## src/rtl/fifo_param_pkg.sv

```systemverilog
// Shared defaults for the FIFO family: word width, pointer width,
// flag thresholds and depth/count-width helpers.
package fifo_param_pkg;

    localparam int DEF_DATA_WIDTH      = 10;
    localparam int DEF_ADDR_WIDTH      = 3;
    localparam int DEF_ALMOST_FULL_TH  = 6;
    localparam int DEF_ALMOST_EMPTY_TH = 2;

    // Number of words addressed by a pointer of the given width.
    function automatic int depth_of(input int aw);
        return 1 << aw;
    endfunction

    // Occupancy needs one extra bit so that full and empty differ.
    function automatic int count_width(input int aw);
        return aw + 1;
    endfunction

endpackage

```

## src/rtl/fifo_ram.sv

```systemverilog
// Storage for fifo_param: one write port, one registered read port.
// Neither the array nor the read register is reset.
module fifo_ram #(
    parameter int DW = 10,
    parameter int AW = 3
) (
    input  logic          clk,
    input  logic          we,
    input  logic [AW-1:0] waddr,
    input  logic [DW-1:0] wdata,
    input  logic          re,
    input  logic [AW-1:0] raddr,
    output logic [DW-1:0] rdata
);

    logic [DW-1:0] mem_q [2**AW];
    logic [DW-1:0] rdata_q;

    // Write port.
    always_ff @(posedge clk) begin
        if (we) mem_q[waddr] <= wdata;
    end

    // Registered read; holds its value when no read is requested.
    always_ff @(posedge clk) begin
        if (re) rdata_q <= mem_q[raddr];
    end

    assign rdata = rdata_q;

endmodule

```

## src/rtl/fifo_param.sv

```systemverilog
// Parametrised synchronous FIFO with count, full/empty and almost flags.
// Define FIFO_ERR_EN to add sticky overflow/underflow outputs.
module fifo_param
    import fifo_param_pkg::*;
#(
    parameter int DATA_WIDTH      = DEF_DATA_WIDTH,
    parameter int ADDR_WIDTH      = DEF_ADDR_WIDTH,
    parameter int ALMOST_FULL_TH  = DEF_ALMOST_FULL_TH,
    parameter int ALMOST_EMPTY_TH = DEF_ALMOST_EMPTY_TH
) (
    input  logic                  clk,
    input  logic                  reset_L,
    input  logic                  wr_enable,
    input  logic [DATA_WIDTH-1:0] FIFO_data_in,
    input  logic                  rd_enable,
    output logic [DATA_WIDTH-1:0] FIFO_data_out,
    output logic                  full,
    output logic                  empty,
    output logic                  almost_full,
    output logic                  almost_empty,
    output logic [ADDR_WIDTH:0]   count
`ifdef FIFO_ERR_EN
    ,
    output logic                  overflow,
    output logic                  underflow
`endif
);

    localparam int DEPTH = depth_of(ADDR_WIDTH);
    localparam int CW    = count_width(ADDR_WIDTH);

    logic [ADDR_WIDTH-1:0] wr_ptr_q, wr_ptr_d;
    logic [ADDR_WIDTH-1:0] rd_ptr_q, rd_ptr_d;
    logic [CW-1:0]         count_q, count_d;
    logic                  dout_vld_q;
    logic                  rd_acc, wr_acc;
    logic [DATA_WIDTH-1:0] ram_rdata;

    assign rd_acc = rd_enable & ~empty;
    assign wr_acc = wr_enable & (~full | rd_acc);

    // Next-state for pointers and occupancy.
    always_comb begin
        wr_ptr_d = wr_ptr_q;
        rd_ptr_d = rd_ptr_q;
        count_d  = count_q;
        if (wr_acc) wr_ptr_d = wr_ptr_q + ADDR_WIDTH'(1);
        if (rd_acc) rd_ptr_d = rd_ptr_q + ADDR_WIDTH'(1);
        unique case ({wr_acc, rd_acc})
            2'b10:   count_d = count_q + CW'(1);
            2'b01:   count_d = count_q - CW'(1);
            default: count_d = count_q;
        endcase
    end

    // Pointer/count registers; dout_vld_q forces zero output until
    // the first read after reset refreshes the RAM read register.
    always_ff @(posedge clk or negedge reset_L) begin
        if (!reset_L) begin
            wr_ptr_q   <= '0;
            rd_ptr_q   <= '0;
            count_q    <= '0;
            dout_vld_q <= 1'b0;
        end else begin
            wr_ptr_q <= wr_ptr_d;
            rd_ptr_q <= rd_ptr_d;
            count_q  <= count_d;
            if (rd_acc) dout_vld_q <= 1'b1;
        end
    end

    fifo_ram #(
        .DW (DATA_WIDTH),
        .AW (ADDR_WIDTH)
    ) u_ram (
        .clk   (clk),
        .we    (wr_acc),
        .waddr (wr_ptr_q),
        .wdata (FIFO_data_in),
        .re    (rd_acc),
        .raddr (rd_ptr_q),
        .rdata (ram_rdata)
    );

    assign FIFO_data_out = dout_vld_q ? ram_rdata : '0;
    assign count         = count_q;
    assign full          = (count_q == CW'(DEPTH));
    assign empty         = (count_q == '0);
    assign almost_full   = (count_q >= CW'(ALMOST_FULL_TH));
    assign almost_empty  = (count_q <= CW'(ALMOST_EMPTY_TH));

`ifdef FIFO_ERR_EN
    logic ovf_q, ovf_d;
    logic unf_q, unf_d;

    assign ovf_d = ovf_q | (wr_enable & ~wr_acc);
    assign unf_d = unf_q | (rd_enable & empty);

    // Sticky error flags, cleared only by reset.
    always_ff @(posedge clk or negedge reset_L) begin
        if (!reset_L) begin
            ovf_q <= 1'b0;
            unf_q <= 1'b0;
        end else begin
            ovf_q <= ovf_d;
            unf_q <= unf_d;
        end
    end

    assign overflow  = ovf_q;
    assign underflow = unf_q;
`endif

endmodule

```

## config.mk

```make
export PLATFORM = sky130hd
export DESIGN_NAME = fifo_param
export DESIGN_NICKNAME = d
export VERILOG_FILES = /design/src/rtl/fifo_param_pkg.sv /design/src/rtl/fifo_ram.sv /design/src/rtl/fifo_param.sv
export SDC_FILE = /design/constraint.sdc
export NUM_CORES = 1
export LEC_CHECK = 0
export CORE_ASPECT_RATIO = 0.75
export CORE_UTILIZATION = 50
export CTS_BUF_LIST = sky130_fd_sc_hd__clkbuf_4
export CTS_CLUSTER_SIZE = 10
export DETAILED_ROUTE_END_ITERATION = 7
export MAX_ROUTING_LAYER = met4
export PLACE_DENSITY = 0.73
export RECOVER_POWER = 50
export SYNTH_ARGS = -nofsm -noshare
export SYNTH_HDL_FRONTEND = slang
export SYNTH_SLANG_ARGS = --single-unit
```

## constraint.sdc

```tcl
create_clock -name clk -period 2.6 [get_ports clk]
set_input_delay 0.78 -clock clk [delete_from_list [all_inputs] [get_ports clk]]
set_output_delay 0.78 -clock clk [all_outputs]
set_load 0.02 [all_outputs]
```

==> summary.log <==
[logic_synthesis] distinct cell type count of the synthesized netlist 29
[timing] upper clock frequency limit 0.412 GHz
[placement] final HPWL from detailed placement 4.43 mm
[clocking] clock root buffer clkbuf_4
[final_layout] share of final-layout standard cells stronger than drive strength 1 0.257
[drt] average vias per placed instance 5.21
[pwr] switching portion of total power 0.330
[grt] initial antenna violation count 0
[clocking] CTS max path bufs 2
[clocking] PostCTS Resize Cnt 4
[clocking] count of H-tree levels built during CTS 3
[worst_setup_path] list of cells traversed by the critical path and2_1 > clkdlybuf4s50_1
[grt] via count of the first global-routing pass 1959
[timing] worst max-slew margin expressed relative to the limit 0.291
[placement] weighted congestion at the end of routability-driven global placement 0.756
[logic_synthesis] dominant register cell in the synthesized netlist edfxtp_1
[logic_synthesis] post-synthesis sequential area ratio 0.731
[worst_setup_path] cell family with most CP delay buffers and inverters
[clocking] postcts setup bufs 0
[die] floorplan die area 8520 um2
[logic_synthesis] Avg Cell Area, Syn 19.4 um2
[worst_setup_path] CP Launch Point dout_vld_q$_DFFE_PN0N_
[die] count of pins on the block boundary 32
[grt] wire length of the first global-routing pass 10.7 mm
[final_layout] synthesis-to-finish area growth 16.0%
[timing] count of final hold-check violations 0
[hold_path] hold worst-path end wr_ptr_q[0]$_DFFE_PN0P_
[grt] gr ovfl total 0
[logic_synthesis] dominant cell type by area after synthesis edfxtp_1
[timing] worst hold slack 556 ps
[timing] number of setup violations in the final report 0
[pwr] worst vdd ir 548 uV
[pwr] power dissipated by switching net loads 1.66 mW
[pwr] total internal power 3.36 mW
[hold_path] type of the most critical hold path reg -> reg
[logic_synthesis] post-synthesis instance area 4080 um2
[final_layout] post-layout instance area 4730 um2
[flow_run] max-capacitance violation count 0
[clocking] Inserted Clock Buffers 9
[drt] DRC violation total after the first TritonRoute iteration 99
[logic_synthesis] number of synthesized flops with an enable pin 90
[timing] Layout Skew 43.8 ps
[pwr] Static Leakage 1.64 nW
[pwr] power density over the cells 1060 nW/um2
[clocking] clock-pin slew on the worst setup and hold paths 180 ps
[drt] detailed-route via count 1928
[status] result of the run finished clean
[placement] input/output buffers 31
[logic_synthesis] Synth Net Count 229
[die] die span in x 106 um
[pwr] part of the power in the clock network 0.166
[logic_synthesis] Post-synth top cells 90 x edfxtp_1, 20 x mux4_2, 11 x dfrtp_1, 11 x nand2_1
[logic_synthesis] proportion of register bits with asynchronous set or reset after synthesis 0.109
[timing] Worst Max-Slew Pin Slew 1060 ps
[worst_setup_path] end of the worst register-to-register path count[3]$_DFFE_PN0P_
[placement] area of placed instances 4600 um2
[final_layout] fin nets 279
[drt] total detailed-routing wirelength 6.62 mm
[timing] fin. max-slew vios 0
[drt] metal3 WL 355 um
[pwr] relative contribution of combinational cells to total power 0.366
[grt] pin count of the biggest net entering global routing 23
[logic_synthesis] number of standard cells after synthesis 210
[worst_setup_path] kind of end point of the critical path output port
[timing] final period demand of the worst path 2430 ps
[hold_path] Hold Path Depth 1
[logic_synthesis] most frequent cell after synthesis edfxtp_1
[logic_synthesis] cells taking the most area after synthesis edfxtp_1 66%, mux4_2 11%, dfrtp_1 6.8%
[worst_setup_path] Reg2Reg Setup Slack 280 ps
[timing] unrepaired setup endpoints after global routing no
[worst_setup_path] combined buffer and inverter count along the critical path 1
[die] number of cell rows 28
[worst_setup_path] largest incremental delay on the critical path 590 ps
[drt] total met2 wirelength after detailed routing 3.00 mm
[die] Initial Utilization 0.517
[final_layout] antenna diode count 0
[drt] Residual DRC 0
[drt] top sig layer met4
[worst_setup_path] depth of the worst register-to-register path 10
[clocking] # hold bufs at CTS 0
[drt] residual antenna-violating net count after detailed routing 0
[pwr] sequential cell fraction of total power 0.467
[clocking] clock network latency to the later pin of the worst-skew pair 480 ps
[worst_setup_path] cell with the biggest individual delay on the critical path clkdlybuf4s50_1
[die] Core Footprint 7880 um2
[worst_setup_path] Worst Path Arrival 1650 ps
[clocking] total number of clock tree sinks 101
[worst_setup_path] Critical Setup Path Class reg -> out
[worst_setup_path] Worst setup SP type flip-flop
[timing] final worst-path cycle share 0.933
[worst_setup_path] Critical Path Fanout Max 11
[worst_setup_path] worst r2r src count[2]$_DFFE_PN0P_
[grt] total track usage 0.187
[worst_setup_path] data required time at the worst endpoint 1820 ps
[logic_synthesis] Yosys warnings 0
[clocking] TritonCTS clock tree yes
[hold_path] HP Start wr_ptr_q[0]$_DFFE_PN0P_
[die] die height 80.2 um
[drt] drt wl/cell 17.9 um
[logic_synthesis] register bit total from synthesis 101
[logic_synthesis] Yosys top cell area share 0.663
[drt] number of search-and-repair iterations in the first detailed-routing pass 4
[drt] wire length on met1 3.20 mm
[worst max path at each step]
stage                     slack, ps  cells past startpoint                          end
after floorplan                  40                     11         count[3]$_DFFE_PN0P_
after global placement         -150                      4  u_ram.mem_q[5][7]$_DFFE_PP_
after detailed placement       -210                      4  u_ram.mem_q[5][7]$_DFFE_PP_
after CTS                        10                      3                  almost_full
after global routing             50                      2             FIFO_data_out[7]
final                           170                      2             FIFO_data_out[8]
[metrics by stage]
step	utilization	power, mW	std cells	TNS (ps)	worst slack (ps)
2_1_floorplan	-	3.62	210	0	41.5
3_3_place_gp	0.583	4.27	354	-5970	-151
3_5_place_dp	0.583	4.30	354	-8990	-211
4_1_cts	0.604	5.13	370	0	12.2
5_1_grt	0.600	5.34	370	0	46.8
6_report	0.600	5.02	370	0	173
[metal layers]
layer | vias to the layer above | GRT usage
li1 | 917 | -
met4 | 0 | 0.0417
met3 | 5 | 0.0633
met5 | - | -
met2 | 46 | 0.273
met1 | 960 | 0.259
[cell families (layout without fill, tap and decap cells)]
kind of cell / count (synthesis) / count (layout) / share of synthesized area
xor gates and xnor gates: 7 / 7 / 0.0150
DFF: 101 / 101 / 0.731
and+or+nand+nor: 40 / 40 / 0.0482
buffers and inverters: 13 / 68 / 0.0144
adders and majority gates: 5 / 5 / 0.0172
muxes: 35 / 35 / 0.153
AOI/OAI and AO/OA: 9 / 9 / 0.0218
[power groups by stage]
| stage | sequential (mW) | combinational, mW | clock (mW) |
|---|---|---|---|
| after floorplan | 2.37 | 1.25 | 0 |
| after global placement | 2.38 | 1.90 | 0 |
| after detailed placement | 2.39 | 1.92 | 0 |
| after CTS | 2.36 | 1.91 | 0.857 |
| after global routing | 2.39 | 2.02 | 0.925 |
| final | 2.35 | 1.84 | 0.835 |
[layout make-up]
| type | count | area, um2 |
|---|---|---|
| Fill cell | 597 | 3150 |
| Multi-Input combinational cell | 96 | 1030 |
| Inverter | 6 | 22.5 |
| Clock inverter | 7 | 96.3 |
| Tap cell | 105 | 131 |
| Timing Repair Buffer | 46 | 400 |
| Sequential cell | 101 | 2980 |
| Clock buffer | 9 | 67.6 |
[state kept, by name, summed over array words and instances (netlist names)]
| name | flops |
|---|---|
| wr_ptr_q | 3 |
| rd_ptr_q | 3 |
| count | 4 |
| u_ram.mem_q | 80 |
| dout_vld_q | 1 |
| u_ram.rdata | 10 |
[placed cells by master, fill, tap and decap left out, drive strengths merged, types with 2 or more instances in the layout]
| master | instances |
|---|---|
| edfxtp | 90 |
| mux4 | 20 |
| clkdlybuf4s50 | 15 |
| clkbuf | 15 |
| dlygate4sd3 | 12 |
| mux2 | 12 |
| nand2 | 11 |
| buf | 11 |
| dfrtp | 11 |
| and2 | 10 |
| nor2 | 9 |
| inv | 9 |
| nand2b | 5 |
| xnor2 | 5 |
| ha | 4 |
| clkinv | 4 |
| nor3 | 3 |
| mux2i | 3 |
| xor2 | 2 |
| o22ai | 2 |
| o31a | 2 |
No activity file was read; power rests on OpenSTA's default activity.
==> patch, RTL diff (config.mk and constraints unchanged) <==
The package constant `DEF_ADDR_WIDTH` goes from 3 to 2.
--- a/src/rtl/fifo_param_pkg.sv
+++ b/src/rtl/fifo_param_pkg.sv
@@ -4,5 +4,5 @@
 
     localparam int DEF_DATA_WIDTH      = 10;
-    localparam int DEF_ADDR_WIDTH      = 3;
+    localparam int DEF_ADDR_WIDTH      = 2;
     localparam int DEF_ALMOST_FULL_TH  = 6;
     localparam int DEF_ALMOST_EMPTY_TH = 2;
Interface: changed (resized count); port bits go from 32 to 31. No check against the original RTL was run, so the function may have changed too.
==> patch against the unedited design <==
- synthesized area down 41%
- largest power group unchanged
- design area shrank 39%
- sequential cell count decreased by 43
- via count shrank 35%
- first-iteration DRC count fell by 15%
- wire length shrank 37%
- sequential power is 37% lower
- power is 34% lower
- critical path type unchanged
- setup slack got worse by 0.070 ns
- highest routed layer unchanged
==> patch: results (changes against the unedited design) <==
worst-margin pin slew=0.752 ns (was 1.06 ns); clock network power=0.709 mW (was 0.835 mW); later-pin clock latency in the skew report=0.40 ns (was 0.48 ns); CP Capture Point=almost_empty (was FIFO_data_out[8]); DP Worst Slack=-0.0178 ns (was -0.211 ns); DRT iter0 DRCs=84 (was 99); largest net degree at the start of global routing=14 (was 23); Tot GR Track Use=20.9% (was 18.7%); crit path DAT=1.72 ns (was 1.65 ns); async set-reset flop share out of synthesis=13.8% (was 10.9%); final setup skew=0.0115 ns (was 0.0438 ns); Register-to-Register Path Depth=7 (was 10); sequential fraction of the synthesis area=71.2% (was 73.1%); outcome=finished, final reports clean (unchanged); Avg Cell Area, Syn=18.2 µm² (was 19.4 µm²); crit path from=count[2]$_DFFE_PN0P_ (was dout_vld_q$_DFFE_PN0N_); share of cells above drive strength 1=22.3% (was 25.7%); port bufs=30 (was 31); Reg-to-Reg End=count[1]$_DFFE_PN0P_ (was count[3]$_DFFE_PN0P_); clock power share=21.4% (was 16.6%); switching pwr=1.02 mW (was 1.66 mW); number of distinct library cells after synthesis=34 (was 29); NumNets Final=189 (was 279); top post-synthesis cells by area=edfxtp_1 63%, mux4_2 9.4%, dfrtp_1 8.4%, and2_1 2.9%, ha_1 2.1% (was edfxtp_1 66%, mux4_2 11%, dfrtp_1 6.8%, mux2_2 2.8%, and2_1 1.5%); WL final=4150 µm (was 6620 µm); Post-synth EDFFs=50 (was 90); # fillers=339 (was 597); maximum vdd drop=0.563 mV (was 0.548 mV); drt wl/cell=17.9 µm (about the same)
==> patch: cell types whose count changed in the layout (fill, tap and decap cells not counted), moves of 4 or more <==
cell,before,now
nand2_1,11,1
mux2_2,10,0
clkinv_8,4,0
nor2_1,9,3
and2_2,0,4
buf_4,11,4
mux4_2,20,10
edfxtp_1,90,50
==> patch: worst max-delay path, stage by stage, from the launching register on <==
cell	delay (ns)
dfrtp_2	0.42
buf_4	0.17
a21oi_1	0.11
clkdlybuf4s50_1	0.62
==> patch: layout make-up <==
type | instances | share of cell area (%)
Inverter | 5 | 0.648
Tap cell | 57 | 2.46
Clock buffer | 10 | 2.59
Multi-Input combinational cell | 60 | 21.1
Clock inverter | 6 | 2.81
Sequential cell | 58 | 58.8
Timing Repair Buffer | 36 | 11.6
==> patch: routing by layer <==
| metal | up-vias | global-route usage, % | routed length (µm) |
|---|---|---|---|
| li1 | 580 | - | - |
| met1 | 621 | 22.4 | 1600 |
| met2 | 38 | 33.8 | 2220 |
| met3 | 14 | 8.61 | 222 |
| met4 | 0 | 11.0 | 103 |
| met5 | - | - | 0 |
==> patch: logic make-up (layout without fill, tap and decap cells) <==
group                      count (synthesis)  in the layout  synth area share, %
muxes                                     11             11                 10.1
xor gates and xnor gates                   5              5                 1.83
and+or+nand+nor                           29             29                 7.38
buffers and inverters                     13             57                 3.09
DFF                                       58             58                 71.2
adders and majority gates                  5              5                 2.93
AOI/OAI and AO/OA                         10             10                 3.51
==> patch: timing repair <==
| action | 4_1_cts | 5_1_grt |
|---|---|---|
| pin swaps | 0 | 0 |
| setup endpoints to repair | 2 | 8 |
| gates resized for setup | 3 | 1 |
| buffers inserted | 1 | 0 |
==> patch: worst min-delay path by stage <==
stage	slack, ns	cells past startpoint	to	from
finish	0.59	1	wr_ptr_q[1]$_DFFE_PN0P_	wr_ptr_q[1]$_DFFE_PN0P_
global route	0.64	1	wr_ptr_q[1]$_DFFE_PN0P_	wr_ptr_q[1]$_DFFE_PN0P_
CTS	0.61	1	wr_ptr_q[1]$_DFFE_PN0P_	wr_ptr_q[1]$_DFFE_PN0P_
detailed placement	0.57	1	wr_ptr_q[1]$_DFFE_PN0P_	wr_ptr_q[1]$_DFFE_PN0P_
global placement	0.56	1	wr_ptr_q[1]$_DFFE_PN0P_	wr_ptr_q[1]$_DFFE_PN0P_
floorplan	0.44	1	dout_vld_q$_DFFE_PN0N_	dout_vld_q$_DFFE_PN0N_
==> patch: stage by stage <==
| step | TNS, ns | utilization, % | instance area [µm²] |
|---|---|---|---|
| 2_1_floorplan | 0 | - | 2390 |
| 3_3_place_gp | 0 | 60.7 | 2740 |
| 3_5_place_dp | -0.0178 | 60.7 | 2740 |
| 4_1_cts | 0 | 64.3 | 2910 |
| 5_1_grt | 0 | 64.1 | 2900 |
| 6_report | 0 | 64.1 | 2900 |
